## src/rtl/cdec_dp_gen_if.sv

```systemverilog
// Memory bus between the CDEC data path (master) and external memory (slave).
interface cdec_dp_gen_if #(
  parameter int DW = 8
) ();
  logic [DW-1:0] adrs;
  logic [DW-1:0] data_out;
  logic [DW-1:0] data_in;
  logic          mem_req;
  logic          mem_we;
  logic          mem_ack;

  modport master (
    output adrs, data_out, mem_req, mem_we,
    input  data_in, mem_ack
  );

  modport slave (
    input  adrs, data_out, mem_req, mem_we,
    output data_in, mem_ack
  );
endinterface

```

## src/rtl/cdec_dp_gen.sv

```systemverilog
// CDEC data path: register file, XBUS, ALU, synchronised input port,
// debug read mux and a handshaked memory-cycle FSM with timeout.
//   state   | meaning
//   ST_IDLE | no memory cycle, control strobes accepted
//   ST_CYC  | mem_req held, waiting for mem_ack or timeout; controls ignored
module cdec_dp_gen #(
  parameter int            DW      = 8,
  parameter int            NREG    = 3,
  parameter logic [DW-1:0] PC_RST  = '0,
  parameter int            TIMEOUT = 15
) (
  input  logic                clock,
  input  logic                reset_N,
  input  logic [DW-1:0]       io_in,
  output logic [DW-1:0]       io_out,
  cdec_dp_gen_if.master       mem,
  input  logic [4:0]          xsrc,
  input  logic [4:0]          xdst,
  input  logic [3:0]          aluop,
  input  logic                rwr,
  input  logic                fwr,
  input  logic                pc_inc,
  input  logic                mem_rd,
  input  logic                mem_wr,
  output logic [DW-1:0]       I,
  output logic [2:0]          SZCy,
  output logic                busy,
  output logic                bus_err,
  input  logic [7:0]          resad,
  output logic [DW-1:0]       resdt
);
  typedef enum logic {ST_IDLE, ST_CYC} state_t;

  state_t        state_q, state_d;
  logic [DW-1:0] pc_q, pc_d, i_q, i_d, t_q, t_d, r_q, r_d;
  logic [DW-1:0] mar_q, mar_d, wdr_q, wdr_d, rdr_q, rdr_d, flg_q, flg_d;
  logic [DW-1:0] oport_q, oport_d, sync1_q, sync2_q;
  logic [DW-1:0] g_q [NREG];
  logic [DW-1:0] g_d [NREG];
  logic          mem_req_q, mem_req_d, mem_we_q, mem_we_d, bus_err_q, bus_err_d;
  logic [7:0]    tmo_q, tmo_d;

  logic [DW-1:0] xbus, alu_res, flg_new;
  logic          alu_c, cin, idle;

  assign idle = (state_q == ST_IDLE);
  assign cin  = flg_q[1];

  always_comb begin
    case (xsrc)
      5'd0:    xbus = pc_q;
      5'd1:    xbus = r_q;
      5'd2:    xbus = rdr_q;
      5'd3:    xbus = flg_q;
      5'd4:    xbus = sync2_q;
      default: xbus = '1;
    endcase
    for (int k = 0; k < NREG; k++)
      if (xsrc == 5'(16 + k)) xbus = g_q[k];
  end

  // Subtract variants compute in DW+1 bits so the top bit is the borrow.
  always_comb begin
    alu_res = '0;
    alu_c   = 1'b0;
    case (aluop)
      4'd0:  alu_res = xbus;
      4'd1:  {alu_c, alu_res} = {1'b0, xbus} + {1'b0, t_q};
      4'd2:  {alu_c, alu_res} = {1'b0, xbus} + {1'b0, t_q} + (DW+1)'(cin);
      4'd3:  {alu_c, alu_res} = {1'b0, xbus} - {1'b0, t_q};
      4'd4:  {alu_c, alu_res} = {1'b0, xbus} - {1'b0, t_q} - (DW+1)'(cin);
      4'd5:  alu_res = xbus & t_q;
      4'd6:  alu_res = xbus | t_q;
      4'd7:  alu_res = xbus ^ t_q;
      4'd8:  alu_res = ~xbus;
      4'd9:  begin alu_res = {xbus[DW-2:0], 1'b0}; alu_c = xbus[DW-1]; end
      4'd10: begin alu_res = {1'b0, xbus[DW-1:1]}; alu_c = xbus[0]; end
      4'd11: begin alu_res = {xbus[DW-2:0], cin};  alu_c = xbus[DW-1]; end
      4'd12: begin alu_res = {cin, xbus[DW-1:1]};  alu_c = xbus[0]; end
      4'd13: {alu_c, alu_res} = {1'b0, xbus} + (DW+1)'(1);
      4'd14: {alu_c, alu_res} = {1'b0, xbus} - (DW+1)'(1);
      default: alu_res = t_q;
    endcase
    flg_new      = '0;
    flg_new[3:1] = {alu_res[DW-1], (alu_res == '0), alu_c};
  end

  always_comb begin
    state_d   = state_q;
    pc_d      = pc_q;
    i_d       = i_q;
    t_d       = t_q;
    r_d       = r_q;
    mar_d     = mar_q;
    wdr_d     = wdr_q;
    rdr_d     = rdr_q;
    flg_d     = flg_q;
    oport_d   = oport_q;
    g_d       = g_q;
    mem_req_d = mem_req_q;
    mem_we_d  = mem_we_q;
    bus_err_d = bus_err_q;
    tmo_d     = tmo_q;
    if (idle) begin
      if (pc_inc) pc_d = pc_q + 1'b1;
      case (xdst)
        5'd0:    pc_d    = xbus;
        5'd1:    i_d     = xbus;
        5'd2:    t_d     = xbus;
        5'd3:    mar_d   = xbus;
        5'd4:    wdr_d   = xbus;
        5'd5:    oport_d = xbus;
        default: ;
      endcase
      for (int k = 0; k < NREG; k++)
        if (xdst == 5'(16 + k)) g_d[k] = xbus;
      if (rwr) r_d = alu_res;
      if (fwr) flg_d = flg_new;
      if (mem_rd || mem_wr) begin
        state_d   = ST_CYC;
        mem_req_d = 1'b1;
        mem_we_d  = mem_wr;
        tmo_d     = 8'(TIMEOUT - 1);
      end
    end else begin
      if (mem.mem_ack) begin
        state_d   = ST_IDLE;
        mem_req_d = 1'b0;
        mem_we_d  = 1'b0;
        if (!mem_we_q) rdr_d = mem.data_in;
      end else if (tmo_q == 8'd0) begin
        state_d   = ST_IDLE;
        mem_req_d = 1'b0;
        mem_we_d  = 1'b0;
        bus_err_d = 1'b1;
      end else begin
        tmo_d = tmo_q - 8'd1;
      end
    end
  end

  always_ff @(posedge clock or negedge reset_N) begin
    if (!reset_N) begin
      state_q   <= ST_IDLE;
      pc_q      <= PC_RST;
      i_q       <= '0;
      t_q       <= '0;
      r_q       <= '0;
      mar_q     <= '0;
      wdr_q     <= '0;
      rdr_q     <= '0;
      flg_q     <= '0;
      oport_q   <= '0;
      sync1_q   <= '0;
      sync2_q   <= '0;
      for (int k = 0; k < NREG; k++) g_q[k] <= '0;
      mem_req_q <= 1'b0;
      mem_we_q  <= 1'b0;
      bus_err_q <= 1'b0;
      tmo_q     <= '0;
    end else begin
      state_q   <= state_d;
      pc_q      <= pc_d;
      i_q       <= i_d;
      t_q       <= t_d;
      r_q       <= r_d;
      mar_q     <= mar_d;
      wdr_q     <= wdr_d;
      rdr_q     <= rdr_d;
      flg_q     <= flg_d;
      oport_q   <= oport_d;
      sync1_q   <= io_in;
      sync2_q   <= sync1_q;
      g_q       <= g_d;
      mem_req_q <= mem_req_d;
      mem_we_q  <= mem_we_d;
      bus_err_q <= bus_err_d;
      tmo_q     <= tmo_d;
    end
  end

  always_comb begin
    case (resad)
      8'h00:   resdt = pc_q;
      8'h01:   resdt = i_q;
      8'h02:   resdt = t_q;
      8'h03:   resdt = r_q;
      8'h04:   resdt = mar_q;
      8'h05:   resdt = mem.data_in;
      8'h06:   resdt = rdr_q;
      8'h07:   resdt = wdr_q;
      8'h08:   resdt = flg_q;
      8'h09:   resdt = xbus;
      8'h0A:   resdt = sync2_q;
      8'h0B:   resdt = DW'({busy, bus_err_q});
      default: resdt = '0;
    endcase
    for (int k = 0; k < NREG; k++)
      if (resad == 8'(16 + k)) resdt = g_q[k];
  end

  assign busy         = ~idle;
  assign bus_err      = bus_err_q;
  assign io_out       = oport_q;
  assign I            = i_q;
  assign SZCy         = flg_q[3:1];
  assign mem.adrs     = mar_q;
  assign mem.data_out = wdr_q;
  assign mem.mem_req  = mem_req_q;
  assign mem.mem_we   = mem_we_q;
endmodule

```

## src/flat_wrapper.sv

```systemverilog
// flat-port wrapper written by rule: the top's interface ports become plain ports
module cdec_dp_gen_flat 
#(
  parameter int            DW      = 8,
  parameter int            NREG    = 3,
  parameter logic [DW-1:0] PC_RST  = '0,
  parameter int            TIMEOUT = 15
)
  (clock, reset_N, io_in, io_out, xsrc, xdst, aluop, rwr, fwr, pc_inc, mem_rd, mem_wr, I, SZCy, busy, bus_err, resad, resdt, mem_adrs, mem_data_out, mem_mem_req, mem_mem_we, mem_data_in, mem_mem_ack);
  cdec_dp_gen_if #(.DW(DW)) mem_i ();
  input  logic clock;
  input  logic reset_N;
  input  logic [DW-1:0] io_in;
  output logic [DW-1:0] io_out;
  input  logic [4:0] xsrc;
  input  logic [4:0] xdst;
  input  logic [3:0] aluop;
  input  logic rwr;
  input  logic fwr;
  input  logic pc_inc;
  input  logic mem_rd;
  input  logic mem_wr;
  output logic [DW-1:0] I;
  output logic [2:0] SZCy;
  output logic busy;
  output logic bus_err;
  input  logic [7:0] resad;
  output logic [DW-1:0] resdt;
  output wire logic [$bits(mem_i.adrs)-1:0] mem_adrs;
  output wire logic [$bits(mem_i.data_out)-1:0] mem_data_out;
  output wire logic [$bits(mem_i.mem_req)-1:0] mem_mem_req;
  output wire logic [$bits(mem_i.mem_we)-1:0] mem_mem_we;
  input wire logic [$bits(mem_i.data_in)-1:0] mem_data_in;
  input wire logic [$bits(mem_i.mem_ack)-1:0] mem_mem_ack;
  assign mem_adrs = mem_i.adrs;
  assign mem_data_out = mem_i.data_out;
  assign mem_mem_req = mem_i.mem_req;
  assign mem_mem_we = mem_i.mem_we;
  assign mem_i.data_in = mem_data_in;
  assign mem_i.mem_ack = mem_mem_ack;
  cdec_dp_gen #(.DW(DW), .NREG(NREG), .PC_RST(PC_RST), .TIMEOUT(TIMEOUT)) u_core (.clock(clock), .reset_N(reset_N), .io_in(io_in), .io_out(io_out), .mem(mem_i), .xsrc(xsrc), .xdst(xdst), .aluop(aluop), .rwr(rwr), .fwr(fwr), .pc_inc(pc_inc), .mem_rd(mem_rd), .mem_wr(mem_wr), .I(I), .SZCy(SZCy), .busy(busy), .bus_err(bus_err), .resad(resad), .resdt(resdt));
endmodule
```

## config.mk

```make
export PLATFORM = sky130hd
export DESIGN_NAME = cdec_dp_gen_flat
export DESIGN_NICKNAME = d
export VERILOG_FILES = /design/src/rtl/cdec_dp_gen_if.sv /design/src/rtl/cdec_dp_gen.sv /design/src/flat_wrapper.sv
export SDC_FILE = /design/constraint.sdc
export NUM_CORES = 1
export LEC_CHECK = 0
export ABC_AREA = 0
export CAP_MARGIN = 40
export CORE_MARGIN = 2
export CORE_UTILIZATION = 35
export CTS_BUF_LIST = sky130_fd_sc_hd__clkbuf_16
export DETAILED_ROUTE_END_ITERATION = 6
export HOLD_SLACK_MARGIN = 0.02
export SETUP_SLACK_MARGIN = 0.5
export SYNTH_ARGS = -nofsm -noshare
export SYNTH_HDL_FRONTEND = slang
export SYNTH_SLANG_ARGS = --single-unit
```

## constraint.sdc

```tcl
create_clock -name clock -period 4.3 [get_ports clock]
set_input_delay 0.86 -clock clock [delete_from_list [all_inputs] [get_ports clock]]
set_output_delay 0.86 -clock clock [all_outputs]
set_load 0.05 [all_outputs]
```

==> impl_metrics.json <==
{
  "fill_cells": 2252,
  "crit_type": "in -> reg",
  "nNetsFinal": 1438,
  "maxCapViolCount": 0,
  "cp-start-kind": "primary input",
  "synth-edff-count": 0,
  "root_buffer": "clkbuf_16",
  "ys_ff_latch": 119,
  "synth_area_leaders": "dfrtp_1 (34%), nand2_1 (6.6%), o21ai_0 (6.3%)",
  "min_path_type": "reg -> reg",
  "peakVddDrop_mv": 0.4302,
  "synth-seq-area-share_pct": 33.59,
  "coreArea_mm2": 0.02504,
  "antenna_left": 0,
  "cp_max_fo": 5,
  "grt_overflow_total": 0,
  "path_cells": "buf_8, buf_6, or4_4, or2_4, a32oi_4, buf_12, buf_4, fa_2, inv_1, ha_2, nand3b_1, mux2i_2, buf_4, nand4_1, xor2_1, nor2_1, nor4_4, buf_4, o22ai_2, o31ai_2",
  "cp_slowest_cell": "or4_4",
  "drive_above_1_share_pct": 34.67,
  "htree_levels": 4,
  "syn_nets": 1156,
  "worst_pin_slew_ns": 0.8397,
  "drv_slew": 0,
  "fin_ws_ns": -0.1364,
  "grt_max_degree": 67,
  "ys.flop_type": "dfrtp_1",
  "slew-limit-headroom_pct": 44.02,
  "cts_buffer_depth": 2,
  "finalHoldViolCount": 0,
  "placed_area_mm2": 0.01134,
  "wl_um": 37910,
  "ioPinCount": 93,
  "finalPower_mw": 7.722,
  "synth_warnings": 0,
  "synth_most_common_cell": "nand2_1",
  "synth_cell_type_count": 79,
  "hpwlAfterDp_um": 27010,
  "place.gp.congestion": 0.9267,
  "vias": 9907,
  "final_core_utilization_pct": 54.92,
  "yosys-top-cells-count": "nand2_1 (155), dfrtp_1 (119), o21ai_0 (112)",
  "cp.arrival_ns": 4.76,
  "die_w_um": 163.1,
  "row_count": 58,
  "clk_latency_ns": 0.43,
  "fin_worst_skew_ns": 0.01758,
  "io_buffers": 92,
  "areaGrowthSynthToFinish_pct": 55.12,
  "clkTransAtPathRegs_ns": 0.06,
  "crit_path_frequent_cell": "buf_4",
  "max_clock_freq_ghz": 0.2254,
  "violations": "negative setup slack",
  "synth-async-reset-ratio_pct": 100.0,
  "antenna_found_initial": 1,
  "p_leak_nw": 5.841,
  "drtPass1Iterations": 5,
  "yosys.area.top_type": "dfrtp_1",
  "first_iter_violations": 1001,
  "rsz0062_at_grt": "yes",
  "wire_per_inst_um": 22.30,
  "max_stage_delay_ns": 0.49,
  "status": "finished with violations",
  "grt_usage_pct": 28.69,
  "viasPerCell": 5.828,
  "synth_cells": 1075,
  "cts_buffers": 17,
  "period_minus_slack_ns": 4.436,
  "postSynthAreaPerCell_um2": 8.246,
  "worstSetupEndpointType": "flip-flop",
  "period_share_pct": 103.2,
  "antenna_cells": 0,
  "drc_errors": 0,
  "dieArea_mm2": 0.02662,
  "synth_top_area_share_pct": 33.59,
  "grt_pass1_wl_um": 57770,
  "die_h_um": 163.1,
  "grt_pass1_vias": 9707,
  "cts_tree": "done",
  "power_density_mw_per_mm2": 561.6,
  "stdcell_area_mm2": 0.01375,
  "synthesis.area_mm2": 0.008865,
  "start_util_pct": 35.41,
  "holdBufCountCts": 0,
  "clock_sinks": 119,
  "setup_viol": 5,
  "cp.required_ns": 4.63
}
final cells by class:
cell class / count / area, um^2 / area share (%)
multi-input cells: 850 / 6526 / 47.46
repair buffers: 331 / 3067 / 22.30
flip-flops and latches: 119 / 2978 / 21.66
clock buffers: 17 / 425.4 / 3.094
well taps: 330 / 412.9 / 3.003
inverters: 38 / 172.7 / 1.256
clock inverters: 15 / 168.9 / 1.228
sequential cells by signal, indices dropped and copies added (netlist names):
name / cells
u_core.flg_q: 3
u_core.rdr_q: 8
u_core.t_q: 8
u_core.mem.mem_we: 1
u_core.bus_err: 1
u_core.r_q: 8
u_core.mem.data_out: 8
u_core.g_q: 24
u_core.I: 8
u_core.mem.mem_req: 1
u_core.sync2_q: 8
u_core.busy: 1
u_core.pc_q: 8
u_core.tmo_q: 8
u_core.io_out: 8
u_core.mem.adrs: 8
u_core.sync1_q: 8
path summary, 6_finish.rpt:
path	start	endpoint	slack (ns)	depth (start not counted)
min	u_core.sync1_q[7]	u_core.sync2_q[7]	0.35	0
min reg2reg	u_core.sync1_q[7]	u_core.sync2_q[7]	0.35	0
max in group asynchronous	reset_N	u_core.r_q[5]	2.85	2
max	xsrc[4]	u_core.flg_q[2]	-0.14	20
max reg2reg	u_core.sync2_q[0]	u_core.flg_q[2]	0.03	18
min in group asynchronous	reset_N	u_core.g_q[2]	0.55	1
where the power goes:
group,internal (mW),switching (mW),total [mW]
clock network,0.868,0.591,1.46
registers,1.50,0.474,1.97
logic,1.95,2.34,4.29
through the flow:
stage	setup slack (ns)	setup TNS (ns)	instances	hold WS (ns)
finish	-0.1364	-0.6264	1700	0.3485
global route	-0.2182	-1.012	1700	0.3624
CTS	-0.1556	-0.4019	1672	0.3510
detailed placement	-1.306	-11.95	1601	0.3370
global placement	-1.194	-11.44	1601	0.3335
floorplan	-0.5133	-1.651	1075	0.3312
worst max-delay path, delay by kind of cell:
family                     cells  cell delay [ns]
AOI/OAI and AO/OA              3             0.47
adders and majority gates      2             0.63
and+or+nand+nor                6             1.43
muxes                          1             0.20
xor gates and xnor gates       1             0.25
buffers and inverters          7             0.91
cells in the final DEF (no fill, tap or decap), types with 8 or more instances in the layout:
cell type,n
dfrtp_1,119
buf_4,190
clkbuf_16,17
nor2_1,68
nor3_1,14
clkdlybuf4s50_1,72
xnor2_1,12
o21ai_1,9
nand3_1,33
inv_1,27
o21ai_0,95
nor2b_1,16
nor2_2,9
o211ai_1,8
mux2i_1,14
a21oi_1,40
nand3b_1,12
mux2_2,21
o221ai_1,11
a31oi_1,11
a22oi_1,18
buf_6,46
o22ai_1,10
ha_4,8
nand2_1,148
buf_12,12
ha_1,22
xor2_1,9
metal layers:
metal  wire length [um]  global-route usage, %
met2              16760                  42.31
met3               3618                  7.517
met1              16250                  40.11
met4               1268                  10.98
met5                  0                      0
timing repair:
item / in CTS / in global routing
gates cloned: 2 / 0
setup buffers: 37 / 28
pin swaps: 72 / 64
gates resized for setup: 206 / 97
endpoints found under the setup margin: 19 / 18
logic make-up after synthesis:
| kind of cell | synth area share (%) |
|---|---|
| adder cells (fa/ha/maj) | 5.109 |
| XOR/XNOR | 3.331 |
| flip-flops | 33.59 |
| buffers and inverters | 4.982 |
| multiplexers | 5.857 |
| AND/OR/NAND/NOR | 22.13 |
| AO/OA/AOI/OAI | 25.00 |
Note: power is estimated with default switching activity, not from simulation.
